`config.mk`:
```
export PLATFORM = sky130hd
export DESIGN_NAME = sqrt_reconstruct_flat
export DESIGN_NICKNAME = d
export VERILOG_FILES = /design/src/rtl/sqrt_reconstruct_if.sv /design/src/rtl/sqrt_reconstruct.sv /design/src/flat_wrapper.sv
export SDC_FILE = /design/constraint.sdc
export NUM_CORES = 1
export LEC_CHECK = 0
export BUFFER_PORTS_ARGS = -buffer_cell sky130_fd_sc_hd__buf_2
export CAP_MARGIN = 15
export CORE_MARGIN = 10
export CORE_UTILIZATION = 54
export DETAILED_ROUTE_END_ITERATION = 16
export PLACE_DENSITY = 0.77
export SYNTH_ARGS = -nofsm -noshare
export SYNTH_HDL_FRONTEND = slang
export SYNTH_SLANG_ARGS = --single-unit
export TNS_END_PERCENT = 1
```
`constraint.sdc`:
```
create_clock -name clk_i -period 2.33 [get_ports clk_i]
set_input_delay 0.699 -clock clk_i [delete_from_list [all_inputs] [get_ports clk_i]]
set_output_delay 0.699 -clock clk_i [all_outputs]
set_load 0.005 [all_outputs]
```
`src/rtl/sqrt_reconstruct_if.sv`:
```
// sqrt_reconstruct_if: operand request and result bus between a requester and sqrt_reconstruct.
// Revision 1.0
`default_nettype none

interface sqrt_reconstruct_if #(
  parameter int WIDTH = 16
);
  logic                 start_i;
  logic [WIDTH-1:0]     root_i;
  logic [WIDTH:0]       rem_i;
  logic                 busy_o;
  logic                 done_o;
  logic [2*WIDTH-1:0]   radicand_o;
  logic                 valid_o;
  logic                 ovf_o;

  modport master (
    output start_i, root_i, rem_i,
    input  busy_o, done_o, radicand_o, valid_o, ovf_o
  );

  modport slave (
    input  start_i, root_i, rem_i,
    output busy_o, done_o, radicand_o, valid_o, ovf_o
  );
endinterface

`default_nettype wire

```
`src/rtl/sqrt_reconstruct.sv`:
```
// sqrt_reconstruct: rebuilds radicand = root*root + rem with a shift-add multiplier, flags rem <= 2*root.
// Revision 1.0
`default_nettype none

module sqrt_reconstruct #(
  parameter int WIDTH = 16
) (
  input  logic                 clk_i,
  input  logic                 rst_i,
  sqrt_reconstruct_if.slave    bus
);

  typedef enum logic [1:0] {
    S_IDLE = 2'd0,
    S_MUL  = 2'd1,
    S_ADD  = 2'd2,
    S_DONE = 2'd3
  } state_t;

  localparam int              CW     = (WIDTH > 1) ? $clog2(WIDTH) : 1;
  localparam logic [CW-1:0]   C_LAST = CW'(WIDTH - 1);

  state_t               state_q;
  logic [WIDTH-1:0]     mcand_q;
  logic [WIDTH-1:0]     mplier_q;
  logic [WIDTH:0]       rem_q;
  logic                 flag_q;
  logic [2*WIDTH-1:0]   acc_q;
  logic [CW-1:0]        cnt_q;
  logic                 busy_q;
  logic                 done_q;
  logic                 valid_q;
  logic                 ovf_q;
  logic [2*WIDTH-1:0]   rad_q;

  logic [WIDTH:0]       part_d;
  logic [2*WIDTH-1:0]   acc_d;
  logic [2*WIDTH:0]     sum_d;
  logic                 accept_d;

  always_comb begin
    // The partial product lands in the top WIDTH+1 bits, then the whole accumulator shifts right.
    part_d   = {1'b0, acc_q[2*WIDTH-1:WIDTH]} + (mplier_q[0] ? {1'b0, mcand_q} : '0);
    acc_d    = {part_d, acc_q[WIDTH-1:1]};
    sum_d    = {1'b0, acc_q} + {{WIDTH{1'b0}}, rem_q};
    accept_d = bus.start_i && ((state_q == S_IDLE) || (state_q == S_DONE));
  end

  always_ff @(posedge clk_i) begin
    if (rst_i) begin
      state_q  <= S_IDLE;
      mcand_q  <= '0;
      mplier_q <= '0;
      rem_q    <= '0;
      flag_q   <= 1'b0;
      acc_q    <= '0;
      cnt_q    <= '0;
      busy_q   <= 1'b0;
      done_q   <= 1'b0;
      valid_q  <= 1'b0;
      ovf_q    <= 1'b0;
      rad_q    <= '0;
    end else begin
      done_q <= 1'b0;
      case (state_q)
        S_IDLE, S_DONE: begin
          if (accept_d) begin
            mcand_q  <= bus.root_i;
            mplier_q <= bus.root_i;
            rem_q    <= bus.rem_i;
            flag_q   <= (bus.rem_i <= {bus.root_i, 1'b0});
            acc_q    <= '0;
            cnt_q    <= '0;
            busy_q   <= 1'b1;
            state_q  <= S_MUL;
          end else begin
            state_q  <= S_IDLE;
          end
        end
        S_MUL: begin
          acc_q    <= acc_d;
          mplier_q <= mplier_q >> 1;
          cnt_q    <= cnt_q + CW'(1);
          if (cnt_q == C_LAST) begin
            state_q <= S_ADD;
          end
        end
        S_ADD: begin
          rad_q   <= sum_d[2*WIDTH-1:0];
          ovf_q   <= sum_d[2*WIDTH];
          valid_q <= flag_q;
          done_q  <= 1'b1;
          busy_q  <= 1'b0;
          state_q <= S_DONE;
        end
        default: begin
          state_q <= S_IDLE;
        end
      endcase
    end
  end

  assign bus.busy_o     = busy_q;
  assign bus.done_o     = done_q;
  assign bus.radicand_o = rad_q;
  assign bus.valid_o    = valid_q;
  assign bus.ovf_o      = ovf_q;

endmodule

`default_nettype wire

```
`src/flat_wrapper.sv`:
```
// flat-port wrapper written by rule: the top's interface ports become plain ports
module sqrt_reconstruct_flat 
#(
  parameter int WIDTH = 16
)
  (clk_i, rst_i, bus_start_i, bus_root_i, bus_rem_i, bus_busy_o, bus_done_o, bus_radicand_o, bus_valid_o, bus_ovf_o);
  sqrt_reconstruct_if #(.WIDTH(WIDTH)) bus_i ();
  input  logic clk_i;
  input  logic rst_i;
  input wire logic [$bits(bus_i.start_i)-1:0] bus_start_i;
  input wire logic [$bits(bus_i.root_i)-1:0] bus_root_i;
  input wire logic [$bits(bus_i.rem_i)-1:0] bus_rem_i;
  output wire logic [$bits(bus_i.busy_o)-1:0] bus_busy_o;
  output wire logic [$bits(bus_i.done_o)-1:0] bus_done_o;
  output wire logic [$bits(bus_i.radicand_o)-1:0] bus_radicand_o;
  output wire logic [$bits(bus_i.valid_o)-1:0] bus_valid_o;
  output wire logic [$bits(bus_i.ovf_o)-1:0] bus_ovf_o;
  assign bus_i.start_i = bus_start_i;
  assign bus_i.root_i = bus_root_i;
  assign bus_i.rem_i = bus_rem_i;
  assign bus_busy_o = bus_i.busy_o;
  assign bus_done_o = bus_i.done_o;
  assign bus_radicand_o = bus_i.radicand_o;
  assign bus_valid_o = bus_i.valid_o;
  assign bus_ovf_o = bus_i.ovf_o;
  sqrt_reconstruct #(.WIDTH(WIDTH)) u_core (.clk_i(clk_i), .rst_i(rst_i), .bus(bus_i));
endmodule
```
==> summary.md <==
| Metric | Value |
|---|---|
| R2r endpoint | u_core.acc_q[30]$_SDFFE_PP0P_ |
| Tmin final | roughly 2400 ps |
| Status | complete, but fails checks |
| DRC | 0 |
| Critical Path RT | 2640 ps |
| Hold Crit Class | reg2reg |
| Placed insts | 1093 |
| DRT iter0 DRCs | 367 |
| Worst hold slack | 450 ps |
| Via count of the first global-routing pass | 5970 |
| Commonest non-fill, non-tap cell in the layout | dfxtp_1 |
| Initial antenna violation count | 0 |
| Post-route antenna net violation count | 0 |
| Final hold vios | 0 |
| Worst Path Arrival | 2700 ps |
| PwrDens | 953 nW/um^2 |
| Slew of the pin with the lowest slew margin | around 470 ps |
| Worst Skew | 10.4 ps |
| DRT Pass-1 Iters | 5 |
| CP Launch Point | u_core.mplier_q[0]$_SDFFE_PP0P_ |
| First-pass GRT wire length | 28.4 mm |
| Top_reg_cell synth | dfxtp_1 |
| Headroom to the max-slew limit | approximately 69% |
| Via count | approximately 6300 |
| Util after Layout | 66.9% |
| Worst setup EP type | flop |
| Buf/Inv on CP | 0 |
| Via density | 5.63 |
| Starting Density | 54.9% |
| PnR worst setup slack | -59.1 ps |
| Die width | 133 um |
| Num CTS Buffers | 17 |
| Nets | roughly 1000 |
| Fraction of layout instances using a drive strength above 1 | 19.4% |
| Synth Register Bits | 124 |
| Delay-heaviest family, CP | simple AND/OR/NAND/NOR gates |
| Post-Syn Area per Cell | 8.11 um^2 |
| Fmax | 419 MHz |
| Syn nets | about 940 |
| Routability cong. | between 0.9 and 1 |
| Number of distinct library cells after synthesis | 65 |
| Worst Hold Depth | 2 |
| P&R area growth vs syn | 21.8% |
| Mapped cell area | 6870 um^2 |
| Die Y | 133 um |
| CP cell instances | and2_1 -> ha_2 -> o21ai_0 -> o21ai_1 -> or3b_4 -> a31o_1 -> a211oi_2 -> or3_2 -> a32o_1 |
| Total track usage | 19.4% |
| Core Rows | 41 |
| Sequential share of the synthesized area | 36.1% |
| Die area | 17600 um^2 |
| Leak | ~0.0036 uW |
| Latest clock arrival within the worst-skew pair | 420 ps |
| Max VDD drop | 0.703 mV |
| Routed wire length | ~17 mm |
| CTS H-tree lvls | 4 |
| Top-Level Pins | 72 |
| Max FO, Critical Path | 12 |
| EDFF count, synth | 0 |
| Finished Layout Cells | about 1100 |
| Ys async rst share | 0% |
| Final period util | 103% |
| Startpoint Class | flop |
| Crit Reg-Reg Startpoint | u_core.mplier_q[0]$_SDFFE_PP0P_ |
| Worst r2r path cells | 9 |
| Slack of the worst reg-to-reg path | -60 ps |
| CTS tree | built |
| Remaining Overflow, GRT | 0 |
| Post-DP HPWL | around 13 mm |
| Largest net degree at the start of global routing | between 40 and 50 |
| Port buffer count | 71 |
| Hold_sp | u_core.mcand_q[5]$_SDFFE_PP0P_ |
| Register area | 2490 um^2 |
| Core ar. | about 13000 um^2 |
| Clock Path Buffers | 2 |
| RSZ-0062 raised after global routing | yes |
| Number of synthesis warnings | 0 |
| Crit path kind | reg2reg |
| Clk slew on worst S/H paths | 50 ps |
| Slowest Stage Delay on Critical Path | 430 ps |
| Fill cell count | 1075 |
| Max-slew violations | 0 |
| Wirelength per Cell | about 16 um |
| Clock tree sinks | 124 |
| CTS root buf | clkbuf_16 |
| Commonest non-fill, non-tap cells in the layout | 121 x dfxtp_1, 120 x nand2_1, 91 x a21oi_1 |
| WHS Endpoint | u_core.mcand_q[5]$_SDFFE_PP0P_ |
| CP max stage cell | or3_2 |
| Max Cap Viol | 0 |
| Hold_buf cts | 0 |
| Endpoints failing setup | 6 |
| Setup TNS | -101 ps |
| Area of the multi-input gates | 4220 um^2 |
| Failing checks | setup timing |
| Cell count after synthesis | 847 |
[registers in the layout, summed over array words and instances, names as in the netlist]
signal and cells:
u_core.bus.busy_o 1, u_core.mcand_q 16, u_core.acc_q 32, u_core.cnt_q 4, u_core.bus.ovf_o 1, u_core.rem_q 17
u_core.flag_q 1, u_core.state_q 2, u_core.bus.radicand_o 32, u_core.bus.valid_o 1, u_core.mplier_q 16, u_core.bus.done_o 1
[tightest hold or removal path: stages (launching register included)]
cell and delay (ps):
dfxtp_1 300, nand2_1 50, a21oi_1 50
[kinds of logic after synthesis]
group	share of synthesized area, %
buffers and inverters	4.17
flip-flops	36.1
XOR/XNOR	3.95
multiplexers	3.93
AND/OR/NAND/NOR	21.4
AO/OA/AOI/OAI	20.4
adder cells (fa/ha/maj)	10.1
[worst max-delay path by stage]
stage	to	slack (ps)	depth (start not counted)
final	u_core.acc_q[30]$_SDFFE_PP0P_	-60	9
after global routing	u_core.acc_q[30]$_SDFFE_PP0P_	-150	9
after CTS	u_core.acc_q[30]$_SDFFE_PP0P_	-30	9
after detailed placement	u_core.acc_q[29]$_SDFFE_PP0P_	-120	11
after global placement	u_core.acc_q[29]$_SDFFE_PP0P_	-80	11
after floorplan	u_core.acc_q[23]$_SDFFE_PP0P_	-10	12
[power by group]
| part | total (uW) | switching (uW) | internal, uW |
|---|---|---|---|
| registers | 2830 | 275 | 2550 |
| clock network | 2720 | 888 | 1830 |
| logic | 2430 | 1480 | 950 |
| total | 7980 | 2640 | 5330 |
[per-stage QoR]
stage	total power, uW	worst slack (ps)	cell area [um^2]
4_1_cts	7990	-30.9	8320
5_1_grt	8430	-152	8370
3_3_place_gp	5210	-75.2	7680
3_5_place_dp	5250	-116	7680
6_report	7980	-59.1	8370
2_1_floorplan	4440	-11.8	6920
[layout make-up]
type	instances	area share (%)
Clock inverter	8	1.67
Multi-Input combinational cell	649	50.4
Timing Repair Buffer	118	8.64
Clock buffer	23	5.59
Sequential cell	124	29.7
Tap cell	172	2.57
Antenna cell	1	0.0299
Inverter	31	1.39
[cell usage after synthesis (8+ instances only)]
cell type	number	share of area, %
xor2_1	20	2.5
a21o_1	9	0.98
dfxtp_1	124	36
nand2_1	121	6.6
o21a_1	9	0.98
clkbuf_1	36	2.0
nor2b_1	8	0.73
nor3_1	10	0.73
mux2i_1	27	3.9
nand3_1	33	2.4
nand4_1	9	0.82
ha_1	52	9.5
a21oi_1	94	6.8
a211oi_1	33	3.6
xnor2_1	11	1.4
nor2_1	78	4.3
inv_1	31	1.7
and2_1	18	1.6
and3_1	8	0.73
o21ai_0	22	1.6
[routing by layer]
metal	track usage (%)	vias to the layer above	routed length [um]
met5	0	-	0
met4	7.40	0	238
met3	5.11	25	1100
met2	29.2	201	7720
met1	25.9	2917	8410
li1	-	3196	-
[timing repair]
action,CTS,global route
resized for setup,11,9
pin swaps,8,12
cloned,0,0
buffers inserted,1,0
setup endpoints to repair,12,28
Power figures use the tool's default switching activity.
